$ cat src/rtl/piso_arbiter_if.sv
// Handshake bundle between the byte producers, the piso_arbiter and the serializer write port.
// slave is the arbiter's view; master is the view of whatever drives the producers and the serializer.
interface piso_arbiter_if #(
    parameter int NUM_CH = 4,
    parameter int DW     = 8
);
    localparam int CW = $clog2(NUM_CH);

    logic [NUM_CH*DW-1:0] req_data_i;
    logic [NUM_CH-1:0]    req_valid_i;
    logic [NUM_CH-1:0]    req_ready_o;
    logic [DW-1:0]        data_o;
    logic                 valid_o;
    logic                 ready_i;
    logic [CW-1:0]        ch_id_o;
    logic [NUM_CH-1:0]    grant_o;
    logic                 busy_o;

    modport slave (
        input  req_data_i, req_valid_i, ready_i,
        output req_ready_o, data_o, valid_o, ch_id_o, grant_o, busy_o
    );

    modport master (
        output req_data_i, req_valid_i, ready_i,
        input  req_ready_o, data_o, valid_o, ch_id_o, grant_o, busy_o
    );
endinterface

$ cat src/rtl/piso_arbiter.sv
// Round-robin burst arbiter feeding one byte serializer from NUM_CH valid/ready producers.
// Define PISO_ARB_FIXED_PRIO_EN to replace round-robin with fixed lowest-index priority.
module piso_arbiter #(
    parameter int NUM_CH = 4,
    parameter int DW     = 8,
    parameter int BURST  = 4
) (
    input  logic           clk_i,
    input  logic           rst_n_i,
    piso_arbiter_if.slave  bus
);
    localparam int CW = $clog2(NUM_CH);

    typedef enum logic {S_IDLE, S_GRANT} state_t;

    state_t            state;
    logic [NUM_CH-1:0] grant_q;
    logic [CW-1:0]     cur_ch;
    logic [3:0]        count;
    logic [DW-1:0]     data_q;
    logic              valid_q;
    logic [CW-1:0]     ch_id_q;
`ifndef PISO_ARB_FIXED_PRIO_EN
    logic [CW-1:0]     ptr;
`endif

    logic          in_grant;
    logic          out_free;
    logic          cur_valid;
    logic          accept;
    logic [DW-1:0] cur_data;
    logic          sel_found;
    logic [CW-1:0] sel_idx;
    int            cand;

    assign in_grant  = (state == S_GRANT);
    assign out_free  = !valid_q || bus.ready_i;
    assign cur_valid = bus.req_valid_i[cur_ch];
    assign accept    = in_grant && cur_valid && out_free;

    // grant_q is already one-hot on g, so ready never depends on req_valid_i
    assign bus.req_ready_o = (in_grant && out_free) ? grant_q : '0;
    assign bus.data_o      = data_q;
    assign bus.valid_o     = valid_q;
    assign bus.ch_id_o     = ch_id_q;
    assign bus.grant_o     = grant_q;
    assign bus.busy_o      = in_grant || valid_q;

    always_comb begin
        cur_data = '0;
        for (int k = 0; k < NUM_CH; k++) begin
            if (CW'(k) == cur_ch) begin
                cur_data = bus.req_data_i[k*DW +: DW];
            end
        end
    end

    // Search order starts just past the last winner and wraps without needing a power-of-2 NUM_CH
    always_comb begin
        sel_found = 1'b0;
        sel_idx   = '0;
        cand      = 0;
        for (int i = 0; i < NUM_CH; i++) begin
`ifdef PISO_ARB_FIXED_PRIO_EN
            cand = i;
`else
            cand = int'(ptr) + 1 + i;
            if (cand >= NUM_CH) begin
                cand = cand - NUM_CH;
            end
`endif
            if (!sel_found && bus.req_valid_i[CW'(cand)]) begin
                sel_found = 1'b1;
                sel_idx   = CW'(cand);
            end
        end
    end

    always_ff @(posedge clk_i or negedge rst_n_i) begin
        if (!rst_n_i) begin
            state   <= S_IDLE;
            grant_q <= '0;
            cur_ch  <= '0;
            count   <= '0;
            data_q  <= '0;
            valid_q <= 1'b0;
            ch_id_q <= '0;
`ifndef PISO_ARB_FIXED_PRIO_EN
            ptr     <= CW'(NUM_CH - 1);
`endif
        end else begin
            case (state)
                S_IDLE: begin
                    if (sel_found) begin
                        grant_q <= NUM_CH'(1) << sel_idx;
                        cur_ch  <= sel_idx;
                        count   <= '0;
                        state   <= S_GRANT;
`ifndef PISO_ARB_FIXED_PRIO_EN
                        ptr     <= sel_idx;
`endif
                    end else begin
                        grant_q <= '0;
                    end
                end
                S_GRANT: begin
                    if (!cur_valid) begin
                        grant_q <= '0;
                        state   <= S_IDLE;
                    end else if (accept) begin
                        if (count == 4'(BURST - 1)) begin
                            count   <= '0;
                            grant_q <= '0;
                            state   <= S_IDLE;
                        end else begin
                            count <= count + 4'd1;
                        end
                    end
                end
                default: begin
                    grant_q <= '0;
                    state   <= S_IDLE;
                end
            endcase

            // A new byte may overwrite one being consumed in the same cycle
            if (accept) begin
                data_q  <= cur_data;
                ch_id_q <= cur_ch;
                valid_q <= 1'b1;
            end else if (valid_q && bus.ready_i) begin
                valid_q <= 1'b0;
            end
        end
    end
endmodule

$ cat src/flat_wrapper.sv
// flat-port wrapper written by rule: the top's interface ports become plain ports
module piso_arbiter_flat 
#(
    parameter int NUM_CH = 4,
    parameter int DW     = 8,
    parameter int BURST  = 4
)
  (clk_i, rst_n_i, bus_req_data_i, bus_req_valid_i, bus_ready_i, bus_req_ready_o, bus_data_o, bus_valid_o, bus_ch_id_o, bus_grant_o, bus_busy_o);
  piso_arbiter_if #(.NUM_CH(NUM_CH), .DW(DW)) bus_i ();
  input  logic clk_i;
  input  logic rst_n_i;
  input wire logic [$bits(bus_i.req_data_i)-1:0] bus_req_data_i;
  input wire logic [$bits(bus_i.req_valid_i)-1:0] bus_req_valid_i;
  input wire logic [$bits(bus_i.ready_i)-1:0] bus_ready_i;
  output wire logic [$bits(bus_i.req_ready_o)-1:0] bus_req_ready_o;
  output wire logic [$bits(bus_i.data_o)-1:0] bus_data_o;
  output wire logic [$bits(bus_i.valid_o)-1:0] bus_valid_o;
  output wire logic [$bits(bus_i.ch_id_o)-1:0] bus_ch_id_o;
  output wire logic [$bits(bus_i.grant_o)-1:0] bus_grant_o;
  output wire logic [$bits(bus_i.busy_o)-1:0] bus_busy_o;
  assign bus_i.req_data_i = bus_req_data_i;
  assign bus_i.req_valid_i = bus_req_valid_i;
  assign bus_i.ready_i = bus_ready_i;
  assign bus_req_ready_o = bus_i.req_ready_o;
  assign bus_data_o = bus_i.data_o;
  assign bus_valid_o = bus_i.valid_o;
  assign bus_ch_id_o = bus_i.ch_id_o;
  assign bus_grant_o = bus_i.grant_o;
  assign bus_busy_o = bus_i.busy_o;
  piso_arbiter #(.NUM_CH(NUM_CH), .DW(DW), .BURST(BURST)) u_core (.clk_i(clk_i), .rst_n_i(rst_n_i), .bus(bus_i));
endmodule
$ cat config.mk
export PLATFORM = sky130hd
export DESIGN_NAME = piso_arbiter_flat
export DESIGN_NICKNAME = d
export VERILOG_FILES = /design/src/rtl/piso_arbiter_if.sv /design/src/rtl/piso_arbiter.sv /design/src/flat_wrapper.sv
export SDC_FILE = /design/constraint.sdc
export NUM_CORES = 1
export LEC_CHECK = 0
export ABC_AREA = 1
export BUFFER_PORTS_ARGS = -buffer_cell sky130_fd_sc_hd__buf_2
export CAP_MARGIN = 5
export CORE_MARGIN = 2
export CORE_UTILIZATION = 47
export CTS_CLUSTER_SIZE = 8
export DETAILED_ROUTE_END_ITERATION = 10
export PLACE_DENSITY = 0.85
export RECOVER_POWER = 25
export SYNTH_ARGS = -nofsm -noshare
export SYNTH_HDL_FRONTEND = slang
export SYNTH_SLANG_ARGS = --single-unit
$ cat constraint.sdc
create_clock -name clk_i -period 3.1 [get_ports clk_i]
set_clock_uncertainty 0.15 [all_clocks]
set_input_delay 0.155 -clock clk_i [delete_from_list [all_inputs] [get_ports clk_i]]
set_output_delay 0.155 -clock clk_i [all_outputs]
set_load 0.005 [all_outputs]
### Yosys cells after proc, flatten, opt, wreduce, memory -nomap -nowiden

Index checks and enable logic that the tools add are counted.
W data, S select, Z words.

| operators by class | value |
|---|---|
| $add $sub $neg | 9 |
| $mul | 0 |
| div/mod/pow operators | 0 |
| $lt $le $gt $ge | 9 |
| eq/ne operators | 9 |
| shift operators | 1 |
| muxes and demuxes | 48 |
| bitwise operators | 1 |
| reductions and logical operators | 18 |

Operators with widths:

| operator | count |
|---|---|
| $ge A32 B4 Y1 const B | 3 |
| $mux W4 | 9 |
| $mux W8 | 4 |
| $mux W1 | 19 |
| $lt A2 B4 Y1 const B | 4 |
| $mux W2 | 8 |
| $pmux W4 S2 | 2 |
| $bmux W1 S2 | 5 |
| $add A3 B2 Y4 const B | 2 |
| $sub A2 B1 Y2 const B | 4 |
| $logic_and A1 B1 Y1 | 7 |
| $ne A3 B3 Y1 const B | 2 |
| $add A3 B1 Y4 const B | 1 |
| $add A4 B1 Y4 const B | 1 |
| $eq A2 B2 Y1 const A | 2 |
| $eq A4 B2 Y1 const B | 1 |
| $logic_not A1 Y1 | 4 |
| $ne A2 B2 Y1 const B | 2 |
| $reduce_and A2 Y1 | 2 |
| $shl A1 B2 Y4 const A | 1 |
| $add A2 B1 Y3 const B | 1 |
| $ge A3 B3 Y1 const B | 1 |
| $lt A2 B3 Y1 const B | 1 |
| $reduce_and A3 Y1 | 1 |
| other kinds (7) | 8 |

| word-level totals | value |
|---|---|
| bits in registers | 24 |
| latch bits | 0 |
| RAM bits | 0 |
| ROM bits | 0 |
| bits of input ports | 39 |
| output and inout bits | 20 |
| logic and storage cells | 103 |
| memories kept | 0 |

### Logic depth before layout (Yosys ltp)

| depth | value |
|---|---|
| depth after elaboration | 19 |
| mapped depth | 12 |
| gate-level depth less buffers | 12 |

### Worst setup path before layout

Ideal clock, no wire load.

| timing path | value |
|---|---|
| path type | reg2reg |
| start | reg u_core.ptr[0] |
| end | reg u_core.cur_ch[0] |
| library setup time | 0.119 ns |
| arrival time | 1.339 ns |
| data required time | 2.831 ns |
| slack | 1.492 ns |
| cell stages (with the launch flop) | 10 |
| path buffers | 1 |
| path through | dfstp_2 > buf_6 > nand2_1 > nand3_1 > nand2_1 > nand2_2 > nor2_2 > nor2_4 > nand2_2 > o21a_1 |

| between the ends | value |
|---|---|
| cells in the longest elaborated chain, start to end | 17 |

Ends and longest elaborated chain:

| what | RTL line | text |
|---|---|---|
| from (decl) | piso_arbiter.sv:24 | `logic [CW-1:0] ptr;` |
| from (signal assigned) | piso_arbiter.sv:89 | `ptr <= CW'(NUM_CH - 1);` |
| from (signal assigned) | piso_arbiter.sv:100 | `ptr <= sel_idx;` |
| $add A2 B1 Y3 * | piso_arbiter.sv:67 | `cand = int'(ptr) + 1 + i;` |
| parallel branches: the longest is 16 deep, another holds $ge A32 B4 Y1 | - |  |
| to (signal assigned) | piso_arbiter.sv:96 | `cur_ch <= sel_idx;` |
| to (decl) | piso_arbiter.sv:18 | `logic [CW-1:0] cur_ch;` |

Mark *: on every way between the ends. The select of a mux whose other input is x is not followed.
A chain may end at the register's enable or synchronous reset.

### Worst setup path after layout

| timing path | value |
|---|---|
| start | reg u_core.cur_ch[0] |
| end | reg u_core.count[2] |

| between the ends | value |
|---|---|
| cells in the longest elaborated chain, start to end | 6 |

Ends and longest elaborated chain:

| what | RTL line | text |
|---|---|---|
| $bmux W1 S2 * | piso_arbiter.sv:38 | `assign cur_valid = bus.req_valid_i[cur_ch];` |
| $mux W1 (not written as such) * | piso_arbiter.sv:38 |  |
| $logic_and A1 B1 Y1 (2 in a row) | piso_arbiter.sv:39 | `assign accept = in_grant && cur_valid && out_free;` |
| $ne A2 B2 Y1 (no line) | - |  |
| $reduce_and A3 Y1 (no line) * | - |  |
| to (signal assigned) | piso_arbiter.sv:116 | `count <= count + 4'd1;` |
| to (decl) | piso_arbiter.sv:19 | `logic [3:0] count;` |

Every way passes the cells marked *; elsewhere a longest branch is shown, timed or not. The select of a mux whose other input is x is not followed.

==> results.md <==
* Status: finished, final reports clean
* CP delay by family, top: simple AND/OR/NAND/NOR gates
* Pin count of the biggest net entering global routing at 25
* Syn_area_per_cell at between 6 and 7 sq um
* Placeable Area at 0.00331 sq mm
* Gr busiest metal: met2
* Die Height at a little over 60 microns
* # fillers at 316
* CP Max Fanout at 22
* CTS buffer count at 3
* Final setup violation count at 0
* Worst min path class: in2reg
* Endpoints failing hold at 0
* # Post-CTS Setup Buffers at 0
* Crit path time final at 2060 ps
* ANT nets after route at 0
* CP Cell Sequence: nor2_2 > nand2_1 > nand4_2 > nand2_2 > inv_1 > nand3_1 > o21ai_1
* LEAKAGE at 1.15 nW
* Met1 usage at 0.277
* Die span in x at 62.3 microns
* Flop pwr share at 0.309
* Ant. Diodes at 0
* Mapped Nets at about 280
* Fmax at around 480 MHz
* Routed len/inst at 11.0 microns
* Post-synth EDFFs at 0
* Setup TNS at 0 ps
* Reg clk slew, reported paths at between 100 and 150 ps
* Slew headroom at 0.198
* Final worst-path cycle share at 0.666
* Synth top area share at 0.345
* Final wirelength at 3840 microns
* H-tree levels at 1
* Critical path endpoint category: register
* Place WS at 1070 ps
* Worst EP arrival at approximately 2200 ps
* Root Driver: clkbuf_4
* IO Count at 59
* Asr flop ratio synth at 1.00
* Slowest stage cell, crit path: dfrtp_1
* Port bufs at 58
* Clock Latency Late Sink at 320 ps
* Area Overhead vs Synth at 27.2%
* Max clock buf depth at 2
* Type of the worst setup path: reg2reg
* Mapped cell area at 0.00160 sq mm
* Max-Cap Viols at 0
* DRC at 0
* Internal power at 0.943 mW
* Startpoint Class: register
* Yosys cell types at 22
* Sw Ratio at 0.500
* Core Rows at 21
* R2r worst-path depth at 7
* Hold path depth at 3
* Yosys warning count at 0
* Via/cell ratio at 4.90
* Synth area leader: dfrtp_1
* Routability cong. at 0.900
* Met3 Track Usage GR at 0.0380
* Ys flop type: dfrtp_1
* First-pass GRT wire length at 6810 microns
* Post-synthesis register bit count at 24
* TritonCTS clock tree: built
* Buf/Inv on CP at 1
* Die area at 0.00388 sq mm
* Final setup margin at between 1000 and 1500 ps
* Number of global-route vias before repair at 1608
* Fraction of layout cells with a size suffix above 1 at 0.298
* Critical Path Stages at 7
* Synth area leaders: dfrtp_1, nand2_1, nand3_1
* Commonest non-fill, non-tap cell in the layout: nand2_1
* Required time of the worst setup path at 3190 ps
* Iter 0 DRT Violations at 64
* GRT Util Overall at 0.215
* Gr ovfl total at 0
* Max IR drop VDD at 433 uV
* Synth Instances at 235
* Met2 Use GR at 0.348
* Clock power frac at 0.086
* Unrepaired setup endpoints after global routing: false
* DP HPWL at ~3000 microns
* TritonCTS Sinks at 24
* Least-Margin Pin Slew at 1200 ps
* # nets final at 343
* Via count at about 1700
* Most frequent cells in the layout: nand2_1, buf_2, nand3_1
* Slew Limit Fails at 0
* P_sw at 0.944 mW
* Max incr delay on CP at 580 ps
* Initial antenna violation count at 0
* Logic pwr share at 0.606
* Post-synthesis sequential area ratio at 0.378
* Starting Density at 0.482
* PwrDens at 929 mW/mm^2
* Drt pass-1 iters at 4
[power by group through the flow]
stage	logic (mW)	registers, mW	clock network, mW
finish	1.14	0.583	0.162
global route	1.31	0.598	0.182
CTS	1.14	0.580	0.169
detailed placement	1.13	0.585	0
global placement	1.11	0.586	0
floorplan	0.917	0.547	0
[flip-flops by register name, summed over array words and instances, names as in the netlist]
signal / flops
u_core.bus.ch_id_o: 2
u_core.bus.data_o: 8
u_core.bus.grant_o: 4
u_core.bus.valid_o: 1
u_core.count: 4
u_core.cur_ch: 2
u_core.in_grant: 1
u_core.ptr: 2
[final cells by class]
type                       instances  area [sq um]  area share
inverter                          23          86.3      0.0425
timing repair buffer              67           379       0.187
multi-input combinational        184           868       0.428
tap                               46          57.6      0.0283
sequential                        24           603       0.297
clock buffer                       4          36.3      0.0179
[cell usage after synthesis, types with 3 or more instances]
cell type and number:
dfrtp_1 22, o21ai_0 5, nor2_2 5, nand2_2 11, buf_6 3, inv_2 5, a21oi_1 6, nand3_1 27
nand2_1 98, inv_1 18, o21ai_1 11, nor2_1 10
[logic make-up after synthesis]
family,share of synthesized area
flip-flops,0.378
AO/OA/AOI/OAI,0.0956
AND/OR/NAND/NOR,0.429
XOR/XNOR,0.0110
buffers and inverters,0.0784
adder cells (fa/ha/maj),0.00784
[path summary, 6_finish.rpt]
kind,startpoint,end,slack [ps]
worst max-delay path,u_core.cur_ch[0],u_core.count[2],1040
worst max register to register,u_core.cur_ch[0],u_core.count[2],1040
max in group asynchronous,rst_n_i,u_core.bus.data_o[1],1640
worst min-delay path,bus_req_data_i[31],u_core.bus.data_o[7],30
worst min register to register,u_core.bus.ch_id_o[0],u_core.bus.ch_id_o[0],340
min in group asynchronous,rst_n_i,u_core.bus.grant_o[1],440
[per-layer routing]
layer	part of all wire	routed length (microns)
met4	0.032	121
met1	0.45	1730
met5	0	0
met3	0.072	276
met2	0.44	1710
[worst register-to-register path, stage by stage (launching register included)]
cell,delay [ps]
dfrtp_1,580
nor2_2,360
nand2_1,110
nand4_2,130
nand2_2,230
inv_1,230
nand3_1,100
o21ai_1,90
[metrics by stage]
step	area, sq um	hold WS (ps)	power (mW)	instances	utilization
floorplan	1600	-291	1.46	235	-
global placement	1910	0.101	1.70	335	0.576
detailed placement	1910	8.32	1.72	335	0.576
CTS	2030	24.1	1.89	348	0.614
global route	2030	27.5	2.09	348	0.613
finish	2030	34.1	1.89	348	0.613
[timing repair]
action / CTS / global route
hold endpoints to repair: 32 / 0
hold buffers: 9 / 0
resized for setup: 0 / 0
(Power assumes the default switching activity.)
